$ cat src/rtl/axi_read_initiator.sv
// AXI read-burst initiator: one address phase, then counted data beats.
// Optional rvalid timeout under AXI_READ_INITIATOR_TIMEOUT_EN.
module axi_read_initiator #(
  parameter int TIMEOUT_CYCLES = 16
) (
  input  logic       clk,
  input  logic       rst_n,
  input  logic       start,
  input  logic [7:0] len,
  output logic       arvalid,
  output logic [7:0] arlen,
  input  logic       arready,
  input  logic       rvalid,
  input  logic       rlast,
  output logic       rready,
  output logic       busy,
  output logic       done,
  output logic       err,
  output logic [8:0] beats,
  output logic       timeout
);

  typedef enum logic [1:0] {
    IDLE,
    ADDR,
    DATA,
    DONE
  } state_t;

  state_t     state;
  state_t     state_nxt;
  logic [7:0] arlen_q;
  logic [8:0] beats_q;
  logic       err_q;
  logic       take;
  logic       beat;
  logic       at_end;
  logic       to_hit;

  assign take   = (state == IDLE) && start;
  assign beat   = (state == DATA) && rvalid;
  assign at_end = (beats_q == {1'b0, arlen_q});

`ifdef AXI_READ_INITIATOR_TIMEOUT_EN
  localparam int TW = $clog2(TIMEOUT_CYCLES + 1);

  logic [TW-1:0] tcnt;
  logic          timeout_q;

  assign to_hit = (state == DATA) && !rvalid &&
                  (tcnt == TW'(TIMEOUT_CYCLES - 1));

  // Consecutive rvalid-free DATA cycles; any beat or other state clears it.
  always_ff @(posedge clk or negedge rst_n) begin
    if (!rst_n) begin
      tcnt <= '0;
    end else if ((state == DATA) && !rvalid) begin
      tcnt <= tcnt + 1'b1;
    end else begin
      tcnt <= '0;
    end
  end

  // Sticky timeout flag, cleared only by an accepted start.
  always_ff @(posedge clk or negedge rst_n) begin
    if (!rst_n) begin
      timeout_q <= 1'b0;
    end else if (take) begin
      timeout_q <= 1'b0;
    end else if (to_hit) begin
      timeout_q <= 1'b1;
    end
  end

  assign timeout = timeout_q;
`else
  assign to_hit  = 1'b0;
  assign timeout = 1'b0;
`endif

  // State register.
  always_ff @(posedge clk or negedge rst_n) begin
    if (!rst_n) begin
      state <= IDLE;
    end else begin
      state <= state_nxt;
    end
  end

  // Next state: DATA ends on rlast, on the last expected beat, or timeout.
  always_comb begin
    state_nxt = state;
    unique case (state)
      IDLE: if (start)   state_nxt = ADDR;
      ADDR: if (arready) state_nxt = DATA;
      DATA: begin
        if (beat && (rlast || at_end)) begin
          state_nxt = DONE;
        end else if (to_hit) begin
          state_nxt = DONE;
        end
      end
      DONE:    state_nxt = IDLE;
      default: state_nxt = IDLE;
    endcase
  end

  // Burst bookkeeping: length capture, beat count, length-mismatch flag.
  always_ff @(posedge clk or negedge rst_n) begin
    if (!rst_n) begin
      arlen_q <= 8'd0;
      beats_q <= 9'd0;
      err_q   <= 1'b0;
    end else if (take) begin
      arlen_q <= len;
      beats_q <= 9'd0;
      err_q   <= 1'b0;
    end else if (beat) begin
      beats_q <= beats_q + 9'd1;
      if (rlast || at_end) begin
        err_q <= !(rlast && at_end);
      end
    end
  end

  assign arvalid = (state == ADDR);
  assign rready  = (state == DATA);
  assign busy    = (state != IDLE);
  assign done    = (state == DONE);
  assign arlen   = arlen_q;
  assign beats   = beats_q;
  assign err     = err_q;

endmodule

$ cat config.mk
export PLATFORM = sky130hd
export DESIGN_NAME = axi_read_initiator
export DESIGN_NICKNAME = d
export VERILOG_FILES = /design/src/rtl/axi_read_initiator.sv
export SDC_FILE = /design/constraint.sdc
export NUM_CORES = 1
export LEC_CHECK = 0
export BUFFER_PORTS_ARGS = -buffer_cell sky130_fd_sc_hd__buf_2
export CAP_MARGIN = 20
export CORE_ASPECT_RATIO = 0.75
export CORE_MARGIN = 5
export CORE_UTILIZATION = 52
export DETAILED_ROUTE_END_ITERATION = 8
export MAX_ROUTING_LAYER = met4
export PLACE_DENSITY = 0.89
export SLEW_MARGIN = 20
export SYNTH_ARGS = -nofsm -noshare
export SYNTH_HDL_FRONTEND = slang
export SYNTH_SLANG_ARGS = --single-unit
export TNS_END_PERCENT = 10
$ cat constraint.sdc
create_clock -name clk -period 4.9 [get_ports clk]
set_input_delay 0.735 -clock clk [delete_from_list [all_inputs] [get_ports clk]]
set_output_delay 0.735 -clock clk [all_outputs]
set_load 0.05 [all_outputs]
* Word level (Yosys, flattened, before mapping) *
Cells that the tools add are included.
W data, S select, Z words.

operators by class
  add/sub/neg operators = 1
  equality and inequality tests = 7
  mux-type cells = 9
  reduce and logical (&&, ||, !) cells = 12

operators by type and width
  kind                   count
  $mux W9                2
  $add A9 B1 Y9 const B  1
  $eq A9 B8 Y1           1
  $pmux W2 S4            1
  $mux W2                3
  $reduce_bool A2 Y1     3
  $eq A2 B2 Y1 const B   2
  $logic_and A1 B1 Y1    4
  $ne A2 B1 Y1 const B   2
  $mux W1                3
  $reduce_and A3 Y1      1
  $eq A2 B1 Y1 const B   1
  $logic_not A2 Y1       1
  $ne A2 B2 Y1 const B   1
  $reduce_and A2 Y1      1
  $logic_not A1 Y1       1
  $logic_or A1 B1 Y1     1

storage, ports and cells
  bits in registers = 20
  bits of input ports = 14

* Longest topological paths before layout *
  depth after elaboration = 6
  gate-level depth with buffers = 8

* Least setup slack after synthesis *
No wires, ideal clock.

  path type = flip-flop to flip-flop
  from = reg state[0]
  to = reg beats_q[6] (netlist: beats[6])
  setup time = 0.132 ns
  arrival time = 1.905 ns
  slack = 2.864 ns
  stages on the path, launching flop included = 9
  buffers on the path = 1
  clock period less this slack = 2.036 ns
  cell sequence = dfrtp_1 -> inv_1 -> ha_1 -> and2_1 -> clkbuf_1 -> and3_1 -> nand4_1 -> xor2_1 -> nor2_1

between the ends
  word-level cells in the longest chain between the ends = 3
  elaborated cells on any way between the ends = 6
  classes of those cells = 1 x eq/ne; 1 x mux; 4 x reduce/logical

ends and longest elaborated chain
  element                              line  source
  from (decl)                          30    state_t state;
  from (signal assigned)               86    state <= state_nxt;
  $eq A2 B2 Y1                         --
  via rready                           15    output logic rready,
  $logic_and A1 B1 Y1                  41    assign beat = (state == DATA) && rvalid;
  $reduce_bool A2 Y1 (no source line)  --
  to (signal assigned)                 119   beats_q <= beats_q + 9'd1;
  to (decl)                            33    logic [8:0] beats_q;

The timed path passes the listed nets, and every way through them passes these cells.
A chain may end at the register's enable or synchronous reset.

* Worst setup path in the final report *
  from = reg state[0]
  to = out busy

between the ends
  word-level cells in the longest chain between the ends = 1

ends and longest elaborated chain
  element             line  source
  $reduce_bool A2 Y1  128   assign busy = (state != IDLE);
  to (decl)           16    output logic busy,

Every way passes these cells.

==> impl_results.md <==
- Initial antenna violation count: 0
- Gr usage total: 15.7%
- Clock transition at path regs: 0.11 ns
- Nets: between 150 and 200
- Tcrit/Tclk final: 44.4%
- CP startpoint kind: flip-flop
- Count of final setup violators: 0
- I/O pins: 37
- Max-cap violation count: 0
- Syn Area/Cell: 11.0 µm²
- Number of synthesized flops with an enable pin: 0
- 1st-iter DRT viols: 9
- Fillcell total: 166
- Worst Clk Skew: ~0.0065 ns
- Synth cell types: 27
- Die height: 49.2 µm
- Syn Nets: 116
- Post-Syn Instances: just under 100
- Synthesized area: 0.00107 mm²
- Top delay family on crit path: buffers and inverters
- R2R depth: 5
- Drt pass-1 iters: 4
- RR Endpoint: arlen[7]$_DFFE_PN0P_
- Worst R2R Setup Slack: about 2.9 ns
- Fmax: ~0.46 GHz
- TritonCTS clock tree: yes
- Yosys warning total: 0
- Routed length per placed instance: roughly 14 µm
- Chip Width: roughly 62 µm
- Sequential share of the synthesized area: between 40% and 50%
- Slew Viols, Final: 0
- Setup Fix Bufs, Post-CTS: 0
- Worst path bufs/invs: 3
- Cell chain of the critical path: inv_1, ha_1, inv_1, buf_2
- Fin util: approximately 65%
- Port Buffers: 35
- Max clock buf depth: 2
- Dpl hpwl: 1680 µm
- Final WL: 2160 µm
- Maximum VDD drop: 0.000496 V
- Htree depth: 1
- Core ar.: 0.00198 mm²
- First-pass GRT wire length: around 3800 µm
- Leak pwr: approximately 0.00068 µW
- Drt via density: approximately 5.0
- Remaining Overflow, GRT: 0
- Most frequent CP cell: inv_1
- Final setup TNS: 0 ns
- Area contributors post-synth: dfrtp_1 (47%), xor2_1 (11%), mux2_2 (8.5%)
- RR Startpoint: state[1]$_DFFE_PN0P_
- CP max stage delay: 0.43 ns
- Dominant synthesized flop cell: dfrtp_1
- Clock sinks: 20
- CP Capture Point: busy
- Worst Path Max Fanout: 4
- Yosys top cell area share: 46.9%
- Ys async rst share: 100%
- Layout cells sized above 1: 39.4%
- FF+latch count, synth: 20
- Antenna-violating nets left: 0
- Cts repair resizes: 0
- WP depth: 4
- Slew HR: between 50% and 60%
- # DRC: 0
- RSZ-0062 raised after global routing: false
- Final worst-path setup slack: between 2 and 3 ns
- Via count: approximately 780
- Worst slew pin tran: 0.740 ns
- Setup crit end kind: output pin
- Die area: 0.00306 mm²
- P&R area growth vs syn: 20.2%
- Final min period: approximately 2.2 ns
- Status: complete, no violations
- Data required, critical path: approximately 4.2 ns
- CTS buffer count: 3
- N_diodes: 0
- Hold Vio Cnt, Final: 0
- Cell Rows: 14
- Hold Buf Count CTS: 0
- CP Class: flip-flop to output pin
- GP Congestion: 0.841
- Crit. Startpoint: state[0]$_DFFE_PN0P_
- Slowest CP cell: dfrtp_1
- Setup Slack @ Placement: approximately 2.9 ns
- Worst Path Arrival: 1.44 ns
- Hold WC Path Type: input port to asynchronous set/reset pin
- Root buf cell: clkbuf_4
- Power Dens Cells: approximately 720 mW/mm²
- Largest net degree at the start of global routing: 21
- Vias in the first global route: roughly 820
- Starting Density: between 50% and 60%
- Synth area leader: dfrtp_1
- Clock latency on the worst-skew pair: 0.31 ns
flip-flops by register name, indices dropped and copies added, names as in the netlist:
signal,cells
beats,9
arlen,8
state,2
err,1
how the worst min path moves through the flow:
stage,from,endpoint
after floorplan,rst_n,arlen[0]$_DFFE_PN0P_
final,rst_n,beats[6]$_DFFE_PN0P_
after CTS,rst_n,beats[6]$_DFFE_PN0P_
after global placement,err$_DFFE_PN0P_,err$_DFFE_PN0P_
after global routing,rst_n,beats[6]$_DFFE_PN0P_
after detailed placement,err$_DFFE_PN0P_,err$_DFFE_PN0P_
synth_stat cells (2+ instances only):
library cell / instances
and3_1: 2
clkbuf_1: 2
dfrtp_1: 20
ha_1: 5
inv_1: 6
mux2_2: 8
nand2_1: 5
nand4_1: 3
nor2_1: 13
nor2b_1: 2
xnor2_1: 3
xor2_1: 13
per-stage QoR:
step | area [µm²] | total power, µW | hold slack (ns) | cells
2_1_floorplan | 1070 | 707 | 0.439 | 97
3_3_place_gp | 1240 | 801 | 0.476 | 152
3_5_place_dp | 1240 | 820 | 0.483 | 152
4_1_cts | 1280 | 920 | 0.358 | 156
5_1_grt | 1280 | 970 | 0.377 | 156
6_report | 1280 | 916 | 0.343 | 156
power breakdown:
part	switching [µW]	leakage, µW	total [µW]	internal, µW
sequential	59.8	0.000255	282	223
combinational	369	0.000404	537	168
clock	51.6	0.0000210	97.0	45.4
total	481	0.000680	916	436
layout by cell type, fill, tap and decap left out, drive strengths merged:
master and n:
buf 35, dfrtp 20, nor2 14, xor2 13, mux2 9, inv 6
nand2 5, ha 5, clkbuf 4, nand4 3, xnor2 3, and3 2
nor2b 2, and2 1, mux2i 1, a21oi 1, nor4 1, nor3 1
a31oi 1, o2bb2ai 1, o32a 1, a41oi 1, o21a 1, conb 1
layer usage:
| metal | track usage (%) | share of wire [%] |
|---|---|---|
| met1 | 19.1 | 45 |
| met2 | 25.2 | 47 |
| met3 | 5.99 | 7.5 |
| met4 | 3.18 | 0.37 |
| met5 | - | 0 |
layout make-up:
class | count | area [µm²] | area share, %
Timing Repair Buffer | 35 | 175 | 13.7
Sequential cell | 20 | 500 | 39.1
Tap cell | 24 | 30.0 | 2.34
Multi-Input combinational cell | 67 | 517 | 40.3
Clock buffer | 4 | 36.3 | 2.83
Inverter | 6 | 22.5 | 1.76
logic make-up (layout without fill, tap and decap cells):
| kind of cell | after synthesis | count (layout) | share of synthesized area, % |
|---|---|---|---|
| buf+inv | 10 | 45 | 4.58 |
| simple gates | 29 | 29 | 13.3 |
| other cells | 1 | 1 | 0.352 |
| flops | 20 | 20 | 46.9 |
| mux | 10 | 10 | 10.8 |
| fa+ha+maj | 5 | 5 | 5.87 |
| xor+xnor | 16 | 16 | 13.1 |
| compound gates | 6 | 6 | 5.05 |
Note: power is estimated with default switching activity, not from simulation.
